**src/rtl/vga.svh**
```systemverilog
// Screen geometry shared by the VGA-domain blocks.
//   H_DISPLAY / V_DISPLAY : visible pixels per line / visible lines
//   H_SIZE / V_SIZE       : bit widths of x / y pixel coordinates
`ifndef VGA_SVH
`define VGA_SVH
`define H_DISPLAY 640
`define V_DISPLAY 480
`define H_SIZE 10
`define V_SIZE 10
`endif

```
**src/rtl/dla_particle_check.sv**
```systemverilog
// dla_particle_check: decides whether a diffusion-limited-aggregation walker has stuck.
// A particle sticks when it sits on the screen edge, or when any of its 8 neighbours is
// occupied in VRAM. Neighbours are read one at a time over an Avalon-MM master port and
// the scan stops at the first occupied one.
//
// Ports
//   clk, rst                  rising-edge clock, synchronous active-high reset
//   check_x, check_y          particle coordinate, sampled with check_start in idle
//   check_start               single-cycle request strobe
//   check_done                single-cycle completion pulse
//   hit_boundary              particle is on the screen edge (held until next request)
//   hit_neighbor              an occupied neighbour was found (held until next request)
//   vram_avn_*                Avalon-MM read master into VRAM, one word per pixel
`include "vga.svh"

module dla_particle_check #(
    parameter int unsigned AVN_AW = 19,
    parameter int unsigned AVN_DW = 16
) (
    input  logic                 clk,
    input  logic                 rst,
    input  logic [`H_SIZE-1:0]   check_x,
    input  logic [`V_SIZE-1:0]   check_y,
    input  logic                 check_start,
    output logic                 check_done,
    output logic                 hit_boundary,
    output logic                 hit_neighbor,
    output logic [AVN_AW-1:0]    vram_avn_address,
    output logic                 vram_avn_read,
    input  logic [AVN_DW-1:0]    vram_avn_readdata,
    input  logic                 vram_avn_waitrequest,
    input  logic                 vram_avn_readdatavalid
);

    typedef enum logic [4:0] {
        StIdle  = 5'b00001,
        StBound = 5'b00010,
        StRead  = 5'b00100,
        StWait  = 5'b01000,
        StDone  = 5'b10000
    } state_e;

    state_e             state_q, state_d;
    logic [2:0]         idx_q, idx_d;
    logic               hit_boundary_q, hit_boundary_d;
    logic               hit_neighbor_q, hit_neighbor_d;
    logic [`H_SIZE-1:0] cur_x;
    logic [`V_SIZE-1:0] cur_y;

    logic               is_boundary;
    logic [1:0]         dx, dy;    // neighbour offset plus one (0 => -1, 2 => +1)
    logic [AVN_AW-1:0]  nx, ny;

    assign is_boundary = (cur_x == '0) || (cur_x == `H_SIZE'(`H_DISPLAY - 1)) ||
                         (cur_y == '0) || (cur_y == `V_SIZE'(`V_DISPLAY - 1));

    // State register
    always_ff @(posedge clk) begin
        if (rst) begin
            state_q        <= StIdle;
            idx_q          <= '0;
            hit_boundary_q <= 1'b0;
            hit_neighbor_q <= 1'b0;
        end else begin
            state_q        <= state_d;
            idx_q          <= idx_d;
            hit_boundary_q <= hit_boundary_d;
            hit_neighbor_q <= hit_neighbor_d;
        end
    end

    // Coordinates are only meaningful once a request has been accepted, so no reset.
    always_ff @(posedge clk) begin
        if (state_q == StIdle && check_start) begin
            cur_x <= check_x;
            cur_y <= check_y;
        end
    end

    // Next-state logic
    always_comb begin
        state_d        = state_q;
        idx_d          = idx_q;
        hit_boundary_d = hit_boundary_q;
        hit_neighbor_d = hit_neighbor_q;
        unique case (state_q)
            StIdle: begin
                if (check_start) begin
                    hit_boundary_d = 1'b0;
                    hit_neighbor_d = 1'b0;
                    state_d        = StBound;
                end
            end
            StBound: begin
                if (is_boundary) begin
                    hit_boundary_d = 1'b1;
                    state_d        = StDone;
                end else begin
                    idx_d   = '0;
                    state_d = StRead;
                end
            end
            StRead: begin
                if (!vram_avn_waitrequest) begin
                    state_d = StWait;
                end
            end
            StWait: begin
                if (vram_avn_readdatavalid) begin
                    if (vram_avn_readdata != '0) begin
                        hit_neighbor_d = 1'b1;
                        state_d        = StDone;
                    end else if (idx_q == 3'd7) begin
                        state_d = StDone;
                    end else begin
                        idx_d   = idx_q + 3'd1;
                        state_d = StRead;
                    end
                end
            end
            StDone: begin
                state_d = StIdle;
            end
            default: begin
                state_d = StIdle;
            end
        endcase
    end

    // Neighbour scan order: row above left-to-right, left/right, row below left-to-right.
    always_comb begin
        dx = 2'd1;
        dy = 2'd1;
        unique case (idx_q)
            3'd0: begin dx = 2'd0; dy = 2'd0; end
            3'd1: begin dx = 2'd1; dy = 2'd0; end
            3'd2: begin dx = 2'd2; dy = 2'd0; end
            3'd3: begin dx = 2'd0; dy = 2'd1; end
            3'd4: begin dx = 2'd2; dy = 2'd1; end
            3'd5: begin dx = 2'd0; dy = 2'd2; end
            3'd6: begin dx = 2'd1; dy = 2'd2; end
            3'd7: begin dx = 2'd2; dy = 2'd2; end
            default: begin dx = 2'd1; dy = 2'd1; end
        endcase
    end

    // Non-boundary particles only reach the read states, so nx/ny never wrap.
    assign nx = AVN_AW'(cur_x) + AVN_AW'(dx) - AVN_AW'(1);
    assign ny = AVN_AW'(cur_y) + AVN_AW'(dy) - AVN_AW'(1);

    // Outputs
    always_comb begin
        vram_avn_read    = (state_q == StRead);
        check_done       = (state_q == StDone);
        hit_boundary     = hit_boundary_q;
        hit_neighbor     = hit_neighbor_q;
        vram_avn_address = nx + ny * AVN_AW'(`H_DISPLAY);
    end

endmodule

```
**config.mk**
```make
export PLATFORM = sky130hd
export DESIGN_NAME = dla_particle_check
export DESIGN_NICKNAME = d
export VERILOG_FILES = /design/src/rtl/dla_particle_check.sv
export VERILOG_INCLUDE_DIRS = /design/src /design/src/rtl
export SDC_FILE = /design/constraint.sdc
export NUM_CORES = 1
export LEC_CHECK = 0
export CORE_ASPECT_RATIO = 1.2
export CORE_MARGIN = 2
export CORE_UTILIZATION = 54
export CTS_CLUSTER_DIAMETER = 200
export CTS_CLUSTER_SIZE = 14
export DETAILED_ROUTE_END_ITERATION = 10
export PLACE_DENSITY = 0.82
export SLEW_MARGIN = 20
export SYNTH_ARGS = -nofsm -noshare
export SYNTH_HDL_FRONTEND = slang
export SYNTH_SLANG_ARGS = --single-unit
```
**constraint.sdc**
```tcl
create_clock -name clk -period 6.2 [get_ports clk]
set_input_delay 0.93 -clock clk [delete_from_list [all_inputs] [get_ports clk]]
set_output_delay 0.93 -clock clk [all_outputs]
set_load 0.02 [all_outputs]
```
==> results <==
worst max-delay path by stage:
stage | endpoint
floorplan | vram_avn_address[18]
global placement | vram_avn_address[18]
detailed placement | vram_avn_address[18]
CTS | vram_avn_address[18]
global route | vram_avn_address[17]
finish | vram_avn_address[18]
cells in the final DEF, fill, tap and decap left out, types with 4 or more instances in the layout:
cell type | synthesis | layout
xnor2_2 | 2 | 4
a21oi_2 | 2 | 4
clkdlybuf4s50_1 | 0 | 61
nor2_1 | 29 | 29
nor3_1 | 4 | 4
nand2b_1 | 4 | 4
clkbuf_8 | 0 | 6
xnor2_1 | 20 | 18
inv_1 | 57 | 57
and2_1 | 6 | 6
nand3_1 | 9 | 9
a21oi_1 | 21 | 19
o21ai_0 | 11 | 10
dfxtp_1 | 14 | 14
nor2b_1 | 5 | 4
mux2i_1 | 4 | 4
nor4_1 | 6 | 6
ha_1 | 68 | 68
o21bai_1 | 8 | 8
nand2_1 | 11 | 11
edfxtp_1 | 20 | 20
xor2_1 | 11 | 10
a21o_1 | 5 | 5
final cells by class:
class | instances | area (sq um)
well taps | 85 | 106.4
fillers | 512 | 1982
clock inverters | 1 | 5.005
multi-input cells | 281 | 2409
repair buffers | 66 | 643.1
flip-flops and latches | 34 | 880.8
clock buffers | 7 | 86.33
inverters | 57 | 214.0
cell families (layout without fill, tap and decap cells):
| group | count (synthesis) | in the layout |
|---|---|---|
| AOI/OAI and AO/OA | 72 | 72 |
| xor gates and xnor gates | 34 | 34 |
| adders and majority gates | 72 | 72 |
| buffers and inverters | 58 | 131 |
| DFF | 34 | 34 |
| muxes | 6 | 6 |
| and+or+nand+nor | 97 | 97 |
sequential cells by signal, summed over array words and instances, names as in the netlist:
| name | cells |
|---|---|
| cur_y | 10 |
| hit_boundary | 1 |
| state_q | 5 |
| dx | 2 |
| dy | 2 |
| hit_neighbor | 1 |
| cur_x | 10 |
| idx_q | 3 |
timing repair:
action / CTS / global route
buffers inserted: 0 / 2
pin swaps: 0 / 1
endpoints found under the setup margin: 2 / 2
gates resized for setup: 6 / 8
endpoints found under the hold margin: 0 / 0
stage by stage:
stage	cell area [sq um]	instances	setup slack [ps]
floorplan	3472	373	767.6
global placement	4213	521	258.3
detailed placement	4213	521	49.17
CTS	4314	529	59.40
global route	4344	531	8.699
finish	4344	531	305.0
worst register-to-register path: stages, from the launching register on:
cell	delay, ps
edfxtp_1	420
inv_1	130
ha_1	210
and4b_1	200
nand3_1	100
a41o_1	250
o211ai_2	170
or3_1	370
a21oi_1	260
inv_1	130
ha_1	230
mux2_2	250
routing by layer:
layer	part of all wire	wire length, um	track usage	up-vias
met2	0.54	3543	0.3884	59
li1	-	-	-	1435
met1	0.41	2663	0.2027	1281
met3	0.037	239	0.02362	7
met5	0	0	0	-
met4	0.010	65	0.04464	0
==> out/results.txt <==
Run status - finished, final reports clean
Top cells by count, synth - ha_1 (68), inv_1 (57), nor2_1 (29), a21oi_1 (21)
Post-synth EDFFs - 20
Hold Startpoint - hit_boundary
Worst Path Arrival - 4970 ps
Slowest CP cell - xnor3_1
Mux contribution to synthesized area - 0.01802
Worst hold path depth - 2
Die X-Extent - 77.20 um
Post-Synthesis Cells - 373
IO Pins - 64
Routed WL - 6511 um
Gpl congestion - 0.8328
H-Tree Depth - 2
First-pass GRT wire length - 11340 um
Commonest register cell after synthesis - edfxtp_1
Port Buffers - 63
R2r setup slk - 3370 ps
GRT Resource Usage Total - 0.1906
Cell depth of the worst setup path - 23
CP peak stage delay - 390 ps
Layout Nets - 558
Reg2reg start - cur_x[9]
Hold Slack - 462.4 ps
Max FO, Critical Path - 4
CP endpoint kind - output pin
Fmax - 0.1696 GHz
Vias in the first global route - 2848
Asr flop ratio synth - 0
Initial antenna violation count - 0
RSZ-0062 raised after global routing - no
Antenna violation net count after detailed routing - 0
Worst EP required - 5270 ps
Post-Synth XOR/XNOR Area - 0.09405
Compound-Gate Fraction of Synth Area - 0.1495
Drt via density - 5.239
Synth-to-Final Area Change - 25.12%
Setup TNS - 0 ps
Max transition margin - 0.4921
Sequential-to-total area share from yosys stat - 0.2537
Clock Skews - 6.645 ps
Layout cells sized above 1 - 0.07848
Hold-fix buffers, CTS - 0
Worst path buffer plus inverter count - 3
Post-synth top area share - 0.2450
Worst min-delay path class - register to register
Area leader, netlist - ha_1
Clock transition at the registers of the reported paths - 70 ps
Syn_nets - 486
Clk Latency, worst-skew pair - 290 ps
Hold Path End - hit_boundary
Pre-antenna DRT Iters - 4
Min Tclk post-route - 5895 ps
Average wire per standard cell - 12.26 um
Antenna Cells - 0
Largest family of logic cells by synthesized area - adder cells
CTS Sinks - 34
Register bit total from synthesis - 34
CTS max path bufs - 2
Area of the mapped netlist - 3472 sq um
Synth Warn # - 0
Critical R2R Capture - dx[0]
CTS tree - yes
Via count - 2782
Crit path kind - register to output pin
Max cap viols - 0
Synth Area in Adders - 0.2681
Final HPWL DP - 5581 um
Worst setup path start - cur_y[1]
Final setup viols - 0
CORE AREA - 6326 sq um
Global route overflow - 0
Largest net degree at the start of global routing - 21
CTS Root Buffer Type - clkbuf_8
Post-layout util - 0.6867
Initial core utilization - 0.5489
Max Slew Vio Count - 0
Syn Area/Cell - 9.309 sq um
Row count - 32
Post-Synth Simple-Gate Area - 0.1539
Ranking of synthesized cells by area - ha_1 (25%), edfxtp_1 (17%), dfxtp_1 (8.1%), inv_1 (6.2%), xnor2_1 (5.0%)
Final worst-path cycle share - 0.9508
Initial DRC Count - 41
FF-to-FF path depth - 11
Die area - 7090 sq um
Worst-margin pin slew - 761.0 ps
Crit start category - register
Largest delay contributor family on the critical path - adder cells
Netlist cell types - 63
Most frequent CP cell - ha_1
Cell with the most instances after synthesis - ha_1
CTS buffer count - 5
Cell breakdown of the critical path - inv_1, ha_1, inv_1, ha_1, fa_2, and2b_1, o21ai_0, nand2_1, xor2_2, xnor2_1, ha_1, nor2b_1, o21ai_1, nor2b_2, xnor2_1, ha_1, a21o_1, a21oi_1, o31ai_1, a21o_1, a21oi_2, xnor3_1, clkbuf_2
Die Ht - 91.84 um
# DRC - 0
Final Hold Vio Count - 0
Power of run 1 is not shown: default switching activity piles up to over one toggle a cycle in this logic, so the estimate is an artifact.
